**src/rtl/pipeline_hazard_unit_pkg.sv**
```systemverilog
// -----------------------------------------------------------------------------
// pipeline_hazard_unit_pkg
// Shared definitions for the pipeline hazard unit:
//   hz_state_e  - control FSM states (RUN / STALL / FLUSH / HALTED)
//   FWD_*       - forwarding-select encodings for one source operand
//   cnt_init()  - down-counter preload for a multi-cycle stall or flush
// -----------------------------------------------------------------------------
package pipeline_hazard_unit_pkg;

    typedef enum logic [1:0] {
        ST_RUN    = 2'd0,
        ST_STALL  = 2'd1,
        ST_FLUSH  = 2'd2,
        ST_HALTED = 2'd3
    } hz_state_e;

    localparam logic [1:0] FWD_NONE = 2'd0;  // register file
    localparam logic [1:0] FWD_WB   = 2'd1;  // MEM/WB result
    localparam logic [1:0] FWD_MEM  = 2'd2;  // EX/MEM result

    localparam int CNT_W = 3;

    // The first cycle of a stall/flush is spent in RUN (the detecting cycle)
    // and the last one is the counter==0 cycle, so preload with cycles-2.
    function automatic logic [CNT_W-1:0] cnt_init(input int cycles);
        return (cycles > 1) ? CNT_W'(cycles - 2) : '0;
    endfunction

endpackage

```
**src/rtl/pipeline_hazard_unit_src_match.sv**
```systemverilog
// -----------------------------------------------------------------------------
// hazard_src_match
// Address comparison for one decode-stage source operand.
// Ports:
//   rs, rs_used                 - operand address and read enable
//   ex_rd                       - destination in EX (load-use candidate)
//   mem_rd, mem_reg_write       - EX/MEM destination and write enable
//   wb_rd, wb_reg_write         - MEM/WB destination and write enable
//   fwd_sel                     - FWD_MEM / FWD_WB / FWD_NONE
//   ex_match                    - operand reads the EX destination
// -----------------------------------------------------------------------------
module hazard_src_match
    import pipeline_hazard_unit_pkg::*;
#(
    parameter int RA_W               = 2,
    parameter int ZERO_REG_HARDWIRED = 0
) (
    input  logic [RA_W-1:0] rs,
    input  logic            rs_used,
    input  logic [RA_W-1:0] ex_rd,
    input  logic [RA_W-1:0] mem_rd,
    input  logic            mem_reg_write,
    input  logic [RA_W-1:0] wb_rd,
    input  logic            wb_reg_write,
    output logic [1:0]      fwd_sel,
    output logic            ex_match
);

    logic live;

    // A hardwired r0 can never carry a dependency, so it is treated as unused.
    assign live = rs_used && !((ZERO_REG_HARDWIRED != 0) && (rs == '0));

    always_comb begin
        fwd_sel = FWD_NONE;
        if (live && mem_reg_write && (mem_rd == rs)) begin
            fwd_sel = FWD_MEM;          // youngest producer wins
        end else if (live && wb_reg_write && (wb_rd == rs)) begin
            fwd_sel = FWD_WB;
        end
    end

    assign ex_match = live && (ex_rd == rs);

endmodule

```
**src/rtl/pipeline_hazard_unit.sv**
```systemverilog
// -----------------------------------------------------------------------------
// pipeline_hazard_unit
// Forwarding selection, load-use stalls, redirect flushes and halt for a
// classic 5-stage pipeline.
// Ports:
//   clk, reset_n                 - clock, asynchronous active-low reset
//   id_valid, id_rs, id_rs_used  - decode instruction and its source operands
//   ex_/mem_/wb_rd, *_reg_write  - destination of the instructions ahead
//   ex_mem_read                  - EX instruction is a load
//   redirect, halt               - taken branch/jump; HLT reached writeback
//   fwd_sel                      - 2-bit select per operand
//   pc_write, ifid_write         - front-end enables
//   idex_bubble, ifid_flush      - NOP into ID/EX; invalidate IF/ID
//   halted, stall_cnt            - core stopped; saturating bubble count
//   dbg_state                    - current FSM state (hz_state_e encoding)
// Handshake note: no valid/ready pairs here; every output is a level that
// applies to the current cycle, and the FSM changes only on clk rising edges.
// -----------------------------------------------------------------------------
module pipeline_hazard_unit
    import pipeline_hazard_unit_pkg::*;
#(
    parameter int NUM_REGS           = 4,
    parameter int RA_W               = $clog2(NUM_REGS),
    parameter int NUM_SRC            = 2,
    parameter int LOAD_LAT           = 1,
    parameter int FLUSH_CYCLES       = 1,
    parameter int ZERO_REG_HARDWIRED = 0
) (
    input  logic                    clk,
    input  logic                    reset_n,
    input  logic                    id_valid,
    input  logic [NUM_SRC*RA_W-1:0] id_rs,
    input  logic [NUM_SRC-1:0]      id_rs_used,
    input  logic [RA_W-1:0]         ex_rd,
    input  logic [RA_W-1:0]         mem_rd,
    input  logic [RA_W-1:0]         wb_rd,
    input  logic                    ex_reg_write,
    input  logic                    mem_reg_write,
    input  logic                    wb_reg_write,
    input  logic                    ex_mem_read,
    input  logic                    redirect,
    input  logic                    halt,
    output logic [2*NUM_SRC-1:0]    fwd_sel,
    output logic                    pc_write,
    output logic                    ifid_write,
    output logic                    idex_bubble,
    output logic                    ifid_flush,
    output logic                    halted,
    output logic [15:0]             stall_cnt,
    output logic [1:0]              dbg_state
);

    localparam logic [CNT_W-1:0] LOAD_INIT  = cnt_init(LOAD_LAT);
    localparam logic [CNT_W-1:0] FLUSH_INIT = cnt_init(FLUSH_CYCLES);
    localparam bit               LOAD_MULTI  = (LOAD_LAT > 1);
    localparam bit               FLUSH_MULTI = (FLUSH_CYCLES > 1);

    hz_state_e          state_q, state_d;
    logic [CNT_W-1:0]   cnt_q, cnt_d;
    logic [15:0]        stall_cnt_q;
    logic [NUM_SRC-1:0] ex_match;
    logic               load_use_hit;

    for (genvar g = 0; g < NUM_SRC; g++) begin : g_src
        hazard_src_match #(
            .RA_W               (RA_W),
            .ZERO_REG_HARDWIRED (ZERO_REG_HARDWIRED)
        ) u_match (
            .rs            (id_rs[g*RA_W +: RA_W]),
            .rs_used       (id_rs_used[g]),
            .ex_rd         (ex_rd),
            .mem_rd        (mem_rd),
            .mem_reg_write (mem_reg_write),
            .wb_rd         (wb_rd),
            .wb_reg_write  (wb_reg_write),
            .fwd_sel       (fwd_sel[2*g +: 2]),
            .ex_match      (ex_match[g])
        );
    end

    assign load_use_hit = (state_q == ST_RUN) && id_valid && ex_mem_read &&
                          ex_reg_write && (|ex_match);

    // Priority: halt > redirect > ongoing stall/flush > new load-use hit.
    always_comb begin
        state_d     = state_q;
        cnt_d       = cnt_q;
        pc_write    = 1'b1;
        ifid_write  = 1'b1;
        idex_bubble = 1'b0;
        ifid_flush  = 1'b0;
        halted      = 1'b0;

        if (state_q == ST_HALTED) begin
            pc_write    = 1'b0;
            ifid_write  = 1'b0;
            idex_bubble = 1'b1;
            halted      = 1'b1;
        end else if (halt) begin
            // Freeze the front end already in the halt cycle.
            pc_write    = 1'b0;
            ifid_write  = 1'b0;
            idex_bubble = 1'b1;
            state_d     = ST_HALTED;
            cnt_d       = '0;
        end else if (redirect) begin
            // Aborts any stall; a redirect during FLUSH restarts the count.
            ifid_flush  = 1'b1;
            idex_bubble = 1'b1;
            state_d     = FLUSH_MULTI ? ST_FLUSH : ST_RUN;
            cnt_d       = FLUSH_INIT;
        end else if (state_q == ST_STALL) begin
            pc_write    = 1'b0;
            ifid_write  = 1'b0;
            idex_bubble = 1'b1;
            if (cnt_q == '0) begin
                state_d = ST_RUN;
            end else begin
                cnt_d = cnt_q - 1'b1;
            end
        end else if (state_q == ST_FLUSH) begin
            ifid_flush  = 1'b1;
            idex_bubble = 1'b1;
            if (cnt_q == '0) begin
                state_d = ST_RUN;
            end else begin
                cnt_d = cnt_q - 1'b1;
            end
        end else if (load_use_hit) begin
            pc_write    = 1'b0;
            ifid_write  = 1'b0;
            idex_bubble = 1'b1;
            state_d     = LOAD_MULTI ? ST_STALL : ST_RUN;
            cnt_d       = LOAD_INIT;
        end
    end

    always_ff @(posedge clk or negedge reset_n) begin
        if (!reset_n) begin
            state_q <= ST_RUN;
            cnt_q   <= '0;
        end else begin
            state_q <= state_d;
            cnt_q   <= cnt_d;
        end
    end

    always_ff @(posedge clk or negedge reset_n) begin
        if (!reset_n) begin
            stall_cnt_q <= '0;
        end else if (idex_bubble && (state_q != ST_HALTED) &&
                     (stall_cnt_q != 16'hFFFF)) begin
            stall_cnt_q <= stall_cnt_q + 16'd1;
        end
    end

    assign stall_cnt = stall_cnt_q;
    assign dbg_state = state_q;

endmodule

```
**config.mk**
```make
export PLATFORM = sky130hd
export DESIGN_NAME = pipeline_hazard_unit
export DESIGN_NICKNAME = d
export VERILOG_FILES = /design/src/rtl/pipeline_hazard_unit_pkg.sv /design/src/rtl/pipeline_hazard_unit_src_match.sv /design/src/rtl/pipeline_hazard_unit.sv
export SDC_FILE = /design/constraint.sdc
export NUM_CORES = 1
export LEC_CHECK = 0
export CORE_ASPECT_RATIO = 1.75
export CORE_UTILIZATION = 44
export DETAILED_ROUTE_END_ITERATION = 10
export HOLD_SLACK_MARGIN = 0.12
export PLACE_DENSITY = 0.79
export SLEW_MARGIN = 25
export SYNTH_ARGS = -nofsm -noshare
export SYNTH_HDL_FRONTEND = slang
export SYNTH_SLANG_ARGS = --single-unit
```
**constraint.sdc**
```tcl
create_clock -name clk -period 2.55 [get_ports clk]
set_input_delay 0.51 -clock clk [delete_from_list [all_inputs] [get_ports clk]]
set_output_delay 0.51 -clock clk [all_outputs]
set_load 0.03 [all_outputs]
```
Word level (Yosys, flattened, before mapping)
Cells that the tools add are included.

Bits in registers: 21. Input port bits: 21. Word-level logic and storage cells: 72.

Add/sub/neg operators: 2. Equal/unequal tests: 11. Mux-type cells: 34. Bitwise gates (word level): 1. Reductions and logical operators: 21.

Operators with widths (count): 1-bit two-way mux (20); 3-bit two-way mux (6); 16-bit by 1-bit adder with 16-bit output, second input constant (1); 1-bit logical AND (16); 2-bit two-way mux (8); 16-bit != test, second input constant (1); 2-bit equality test (6); 5-bit nonzero test (1); 2-bit equality test, second input constant (2); 3-bit zero test (1); 3-bit by 1-bit subtractor with 3-bit output, second input constant (1); 2-bit by 1-bit equality test with 1-bit output, second input constant (1); 2-bit zero test (1); 2-bit != test, second input constant (1); 2-bit AND reduction (1); 2-bit OR reduction (1); 1-bit NOT (1).

Longest topological paths before layout
Gate-level depths: netlist of run 1.

Depth in word-level cells: 13. Gate-level depth with buffers: 7. Depth with buffers taken out: 6.

Hierarchy
From an unflattened synthesis of run 1, not the netlist that was laid out.

Cells, all modules: 136. Area total of the unflattened synthesis: 1435.1 um^2.

Modules (own cells, without submodules): pipeline_hazard_unit (times used 1, cells each 114, area an instance 1260.0 um^2, seq. area each 525.5 um^2); hazard_src_match (times used 2, cells each 11, area an instance 87.6 um^2, seq. area each 0.0 um^2).

Least setup slack after synthesis of run 1
Ideal clock, no wire load.

Path kind: flip-flop to output port. Start: reg state_q[1] (netlist: dbg_state[1]). End: out pc_write. Arrival time: 1.983 ns. Data required time: 2.040 ns. Path slack: 0.057 ns. Cell stages (with the launch flop): 7. Path buffers: 1. Cell sequence: dfrtp_1 and4b_4 and4_4 a31oi_1 a21oi_1 nor2_1 buf_4.

Cells in the longest elaborated chain, start to end: 11.

RTL lines: start: declaration (line pipeline_hazard_unit.sv:58) `hz_state_e state_q, state_d;`; start signal: assignment (line pipeline_hazard_unit.sv:143) `state_q <= state_d;`; 2-bit zero test (line pipeline_hazard_unit.sv:81) `assign load_use_hit = (state_q == ST_RUN) && id_valid && ex_mem_read &&`; 1-bit logical AND (3 in a row) (line pipeline_hazard_unit.sv:81); 1-bit logical AND (line pipeline_hazard_unit.sv:82) `ex_reg_write && (|ex_match);`; 1-bit two-way mux (5 in a row); 1-bit two-way mux *; end: declaration (line pipeline_hazard_unit.sv:44) `output logic pc_write,`.

Mark *: on every way between the ends. The rest lies on a longest branch, timed or not.

Final worst setup path of run 1
Start: in ex_mem_read. End: out pc_write.

Cells in the longest elaborated chain, start to end: 9.

RTL lines: start: declaration (line pipeline_hazard_unit.sv:40) `input logic ex_mem_read,`; 1-bit logical AND (2 in a row) (line pipeline_hazard_unit.sv:81); 1-bit logical AND (line pipeline_hazard_unit.sv:82); 1-bit two-way mux (line pipeline_hazard_unit.sv:129) `end else if (load_use_hit) begin`; 1-bit two-way mux (line pipeline_hazard_unit.sv:121) `end else if (state_q == ST_FLUSH) begin`; 1-bit two-way mux (line pipeline_hazard_unit.sv:112) `end else if (state_q == ST_STALL) begin`; 1-bit two-way mux (line pipeline_hazard_unit.sv:106) `end else if (redirect) begin`; 1-bit two-way mux (line pipeline_hazard_unit.sv:99) `end else if (halt) begin`; 1-bit two-way mux (line pipeline_hazard_unit.sv:94) `if (state_q == ST_HALTED) begin`.

No other way between the ends.

==> results of run 1 <==
-- per-stage QoR --
stage               area (sq um)  power, uW
global placement            1840       1030
CTS                         1880       1270
finish                      1900       1260
floorplan                   1310        799
detailed placement          1840       1050
global route                1900       1320
-- critical path, cell delays in order --
cell and delay [ns]:
clkdlybuf4s50_1 0.47, and4b_4 0.27, and4_4 0.25, a31oi_2 0.05, a21oi_1 0.14, nor2_1 0.07
buf_4 0.17
-- synth_stat cells, types with 3 or more instances --
master / count
dfrtp_1: 21
xor2_1: 13
nand3_1: 12
xnor2_1: 11
nor2_1: 9
nand2_1: 8
nor3_1: 7
nand4_1: 6
and3_1: 4
and4_1: 4
nand2b_1: 4
a21oi_1: 3
ha_1: 3
inv_1: 3
o21ai_0: 3
-- flip-flops by register name (all words and copies together), names as in the netlist --
signal and count:
dbg_state 2, cnt_q 3, stall_cnt 16
-- how the worst max path moves through the flow --
| stage | slack, ns | endpoint | startpoint | cells past startpoint |
|---|---|---|---|---|
| global placement | 0.09 | pc_write | id_rs[0] | 7 |
| CTS | 0.04 | pc_write | id_rs[0] | 7 |
| floorplan | 0.06 | pc_write | dbg_state[1] | 6 |
| finish | 0.11 | pc_write | ex_mem_read | 7 |
| detailed placement | 0.05 | pc_write | id_rs[0] | 7 |
| global route | 0.02 | pc_write | ex_mem_read | 7 |
-- routing by layer --
layer	vias to the layer above	share of wire (%)	global-route usage, %
met3	4	5.1	1.70
met5	-	0	0
met2	56	56	40.5
li1	593	-	-
met1	577	38	20.9
met4	0	1.4	9.09
-- cell type report --
| class | instances | area (sq um) |
|---|---|---|
| Fill cell | 213 | 848 |
| Multi-Input combinational cell | 108 | 768 |
| Sequential cell | 21 | 526 |
| Timing Repair Buffer | 55 | 520 |
| Clock buffer | 4 | 45.0 |
| Tap cell | 27 | 33.8 |
| Inverter | 3 | 11.3 |
-- logic make-up after synthesis --
logic type / count (synthesis) / synth area share, %
AND/OR/NAND/NOR: 65 / 28.3
XOR/XNOR: 24 / 16.0
flip-flops: 21 / 40.1
AO/OA/AOI/OAI: 11 / 5.63
buffers and inverters: 6 / 2.58
multiplexers: 5 / 4.48
adder cells (fa/ha/maj): 3 / 2.86
-- report_power, final --
part	internal, uW	switching, uW
registers	390	83.1
logic	257	312
clock network	111	110
-- timing repair --
action                     CTS  global route
gates resized for setup      0             6
hold endpoints to repair     0             0
setup endpoints to repair    0             2
==> qor.yml, run 1 <==
setup_path:
  critPathKind: "input pin to output port"
  endpoint_kind: "output port"
  worstPathRequired_ns: 2.04
  cp_max_fo: 4
  rrSetupSlack_ns: 0.47
  reg2regPathDepth: 5
  cp_data_arrival_time_ns: 1.93
  cp-start-kind: "input pin"
  worstReg2RegStart: "dbg_state[1]"
  worstReg2RegEnd: "stall_cnt[1]"
placement:
  place_congestion: 0.837
  place_inst: 214
  dp_hpwl_microns: 2560
  port_buffers: 47
  place_ws_ns: 0.0451
layout:
  drive_above_1_share_pct: 14.1
  areaGrowthSynthToFinish_pct: 45.2
  postLayoutCoreUtil_pct: 69.2
  antenna-diode-count: 0
  final_common_cell: "clkdlybuf4s50_1"
  fin_nets: 216
  final_cell_mix: "37 x clkdlybuf4s50_1, 21 x dfrtp_1, 15 x buf_4, 13 x xor2_1, 12 x nand3_1"
  finalNonFillerCells: 218
clock_tree:
  root_buffer: "clkbuf_8"
  htree_num_levels: 1
  cts.hold.buffers_added: 0
  cts.path.max_buffers: 2
  clkTransAtPathRegs_ns: 0.07
  tritoncts: "done"
  clock_sinks: 21
  clk-insertion-delay-late_ns: 0.26
  post_cts_buffers: 0
  cts_buffers: 3
routing:
  postRouteAntennaNets: 0
  firstDrtPassIters: 4
  via_per_inst: 5.64
  vias: 1230
  wirelength_microns: 3150
  drc: 0
  wire_per_inst_microns: 14.4
  drtIter0Drc: 26
synthesis:
  syn_inst: 135
  synth_top_area_share_pct: 40.1
  syn_area_per_cell_sq_um: 9.71
  syn_nets: 159
  yosysSeqAreaShare_pct: 40.1
  ys.warnings.count: 0
  async_flop_share_pct: 100
  synth_seq_cells: 21
  synthTopCellsByArea: "dfrtp_1 40%, xor2_1 8.7%, xnor2_1 7.3%"
  synth_edf_count: 0
  synthFlopType: "dfrtp_1"
  yosysTopAreaCell: "dfrtp_1"
  synthesis.area_sq_um: 1310
  synth.distinct_cells: 34
timing:
  fin_crit_sh_pct: 95.8
  setup_tns_ns: 0
  hold_viol: 0
  finClkSkew_ns: 0.00374
  fmax_mhz: 409
  finalCriticalPeriod_ns: 2.44
  rsz0062_at_grt: "no"
  slew_violations: 0
  max-slew-margin-rel_pct: 75.1
  fin_ws_ns: 0.107
  setup_viol: 0
  whs_ns: 0.490
  worst_slew_pin_slew_ns: 0.368
global_routing:
  antenna_found_initial: 0
  grt.total_usage_pct: 20.5
  grt_pass1_vias: 1220
  grt_max_degree: 22
  grt_pass1_wl_microns: 5030
  grt_overflow_total: 0
flow_run:
  maxCapViolations: 0
hold_path:
  hold-path-cell-count: 1
  hold_end: "stall_cnt[13]"
  hp-class: "flop to flop"
  hp-start: "stall_cnt[13]"
floorplanning:
  rows: 25
  start_util_pct: 47.6
  die-area_sq_um: 3210
  io_pins: 48
  die_h_microns: 74.2
  core_area_sq_um: 2750
  die-width_microns: 43.3
run_status:
  status: "finished, final reports clean"
power:
  vdd_drop_max_uv: 422
  leakagePower_uw: 0.000842
  pwr_density_cell_nw_per_um2: 663
(Power assumes the default switching activity.)
==> inputs of run 2 (changes only) <==
- RECOVER_POWER: not set -> 100
- SLEW_MARGIN: 25 -> not set
==> qor.yml, run 2 (same netlist as run 1, synthesis figures left out) <==
power:
  pwr_density_cell_nw_per_um2: 649
  vdd_drop_max_uv: 399
  leakagePower_uw: 0.000845
clock_tree:
  tritoncts: "done"
  post_cts_buffers: 0
  clock_sinks: 21
  cts_buffers: 3
  cts_resized: 0
  cts.path.max_buffers: 2
  clk-insertion-delay-late_ns: 0.26
  cts.hold.buffers_added: 0
  htree_num_levels: 1
  root_buffer: "clkbuf_8"
  clkTransAtPathRegs_ns: 0.07
timing:
  finClkSkew_ns: 0.00608
  worst_slew_pin_slew_ns: 1.12
  finalCriticalPeriod_ns: 2.48
  setup_tns_ns: 0
  slew_violations: 0
  whs_ns: 0.485
  setup_viol: 0
  hold_viol: 0
  rsz0062_at_grt: "no"
  fin_crit_sh_pct: 97.2
  max-slew-margin-rel_pct: 25.3
  fmax_mhz: 404
layout:
  largest_reg_flops: 16
  fin_nets: 216
  fillers: 226
  drive_above_1_share_pct: 11.0
  areaGrowthSynthToFinish_pct: 42.6
  final_cell_mix: "21 x dfrtp_1, 21 x dlygate4sd3_1, 16 x clkdlybuf4s50_1, 13 x xor2_1, 12 x nand3_1"
  antenna-diode-count: 0
setup_path:
  endpoint_kind: "output port"
  critPathKind: "input pin to output port"
  worstPathRequired_ns: 2.04
  cp-start-kind: "input pin"
  cp_cell_sequence: "dlygate4sd3_1 -> xor2_1 -> nor3_1 -> clkbuf_1"
  cp_max_fo: 2
  critPathSlowestCell: "dlygate4sd3_1"
  cp_data_arrival_time_ns: 1.97
  cpPeakStageDelay_ns: 0.58
floorplanning:
  io_pins: 48
  rows: 25
  die_h_microns: 74.2
  die-width_microns: 43.3
  die-area_sq_um: 3210
  start_util_pct: 47.6
  core_area_sq_um: 2750
hold_path:
  hp-class: "flop to flop"
routing:
  postRouteAntennaNets: 0
  drc: 0
  wirelength_microns: 3150
  wire_per_inst_microns: 14.5
  via_per_inst: 5.72
  drtIter0Drc: 19
  firstDrtPassIters: 4
  vias: 1248
global_routing:
  grt_overflow_total: 0
  grt_pass1_vias: 1220
  grt.total_usage_pct: 20.5
  antenna_found_initial: 0
  grt_pass1_wl_microns: 5030
  grt_max_degree: 22
placement:
  port_buffers: 47
  dp_hpwl_microns: 2560
  place_congestion: 0.837
flow_run:
  maxCapViolations: 0
run_status:
  status: "finished, final reports clean"
## run 2: worst max-delay path: cells and delay by family
| family | cells | cell delay (ns) |
|---|---|---|
| simple gates | 1 | 0.33 |
| buf+inv | 2 | 0.95 |
| xor+xnor | 1 | 0.18 |
## run 2: final timing paths
check	startpoint	cells past startpoint	slack, ns	endpoint
setup reg to reg	dbg_state[1]	5	0.40	stall_cnt[1]
max in group asynchronous	reset_n	2	0.91	stall_cnt[5]
min in group asynchronous	reset_n	2	0.97	stall_cnt[1]
hold reg to reg	stall_cnt[13]	1	0.48	stall_cnt[13]
hold / removal	stall_cnt[13]	1	0.48	stall_cnt[13]
setup / recovery	mem_rd[0]	4	0.07	fwd_sel[1]
## run 2: cell type report
class | instances | area (sq um) | area share [%]
Multi-Input combinational cell | 108 | 756 | 40.4
Sequential cell | 21 | 526 | 28.1
Timing Repair Buffer | 55 | 498 | 26.6
Clock buffer | 4 | 45.0 | 2.41
Tap cell | 27 | 33.8 | 1.81
Inverter | 3 | 11.3 | 0.602
## run 2: stage by stage
step	util, %	setup WS, ns	cells	cell area, sq um	total power, uW
after CTS	68.3	0.0369	218	1880	1270
after global routing	67.9	0.0124	218	1870	1280
after global placement	66.7	0.0864	214	1840	1030
after floorplan	-	0.0566	135	1310	799
final	67.9	0.0725	218	1870	1210
after detailed placement	66.7	0.0451	214	1840	1050
## run 2: per-layer routing
layer / wire, microns / GRT usage, % / share of wire (%) / vias up
li1: - / - / - / 598
met1: 1180 / 20.9 / 37 / 588
met2: 1760 / 40.5 / 56 / 58
met3: 167 / 1.70 / 5.3 / 4
met4: 43 / 9.09 / 1.4 / 0
met5: 0 / 0 / 0 / -
## run 2: report_power, final
part	leakage, uW	internal [uW]	switching, uW
Combinational	0.000555	216	308
Clock	0.0000228	111	107
Sequential	0.000267	390	80.0
Total	0.000845	717	496
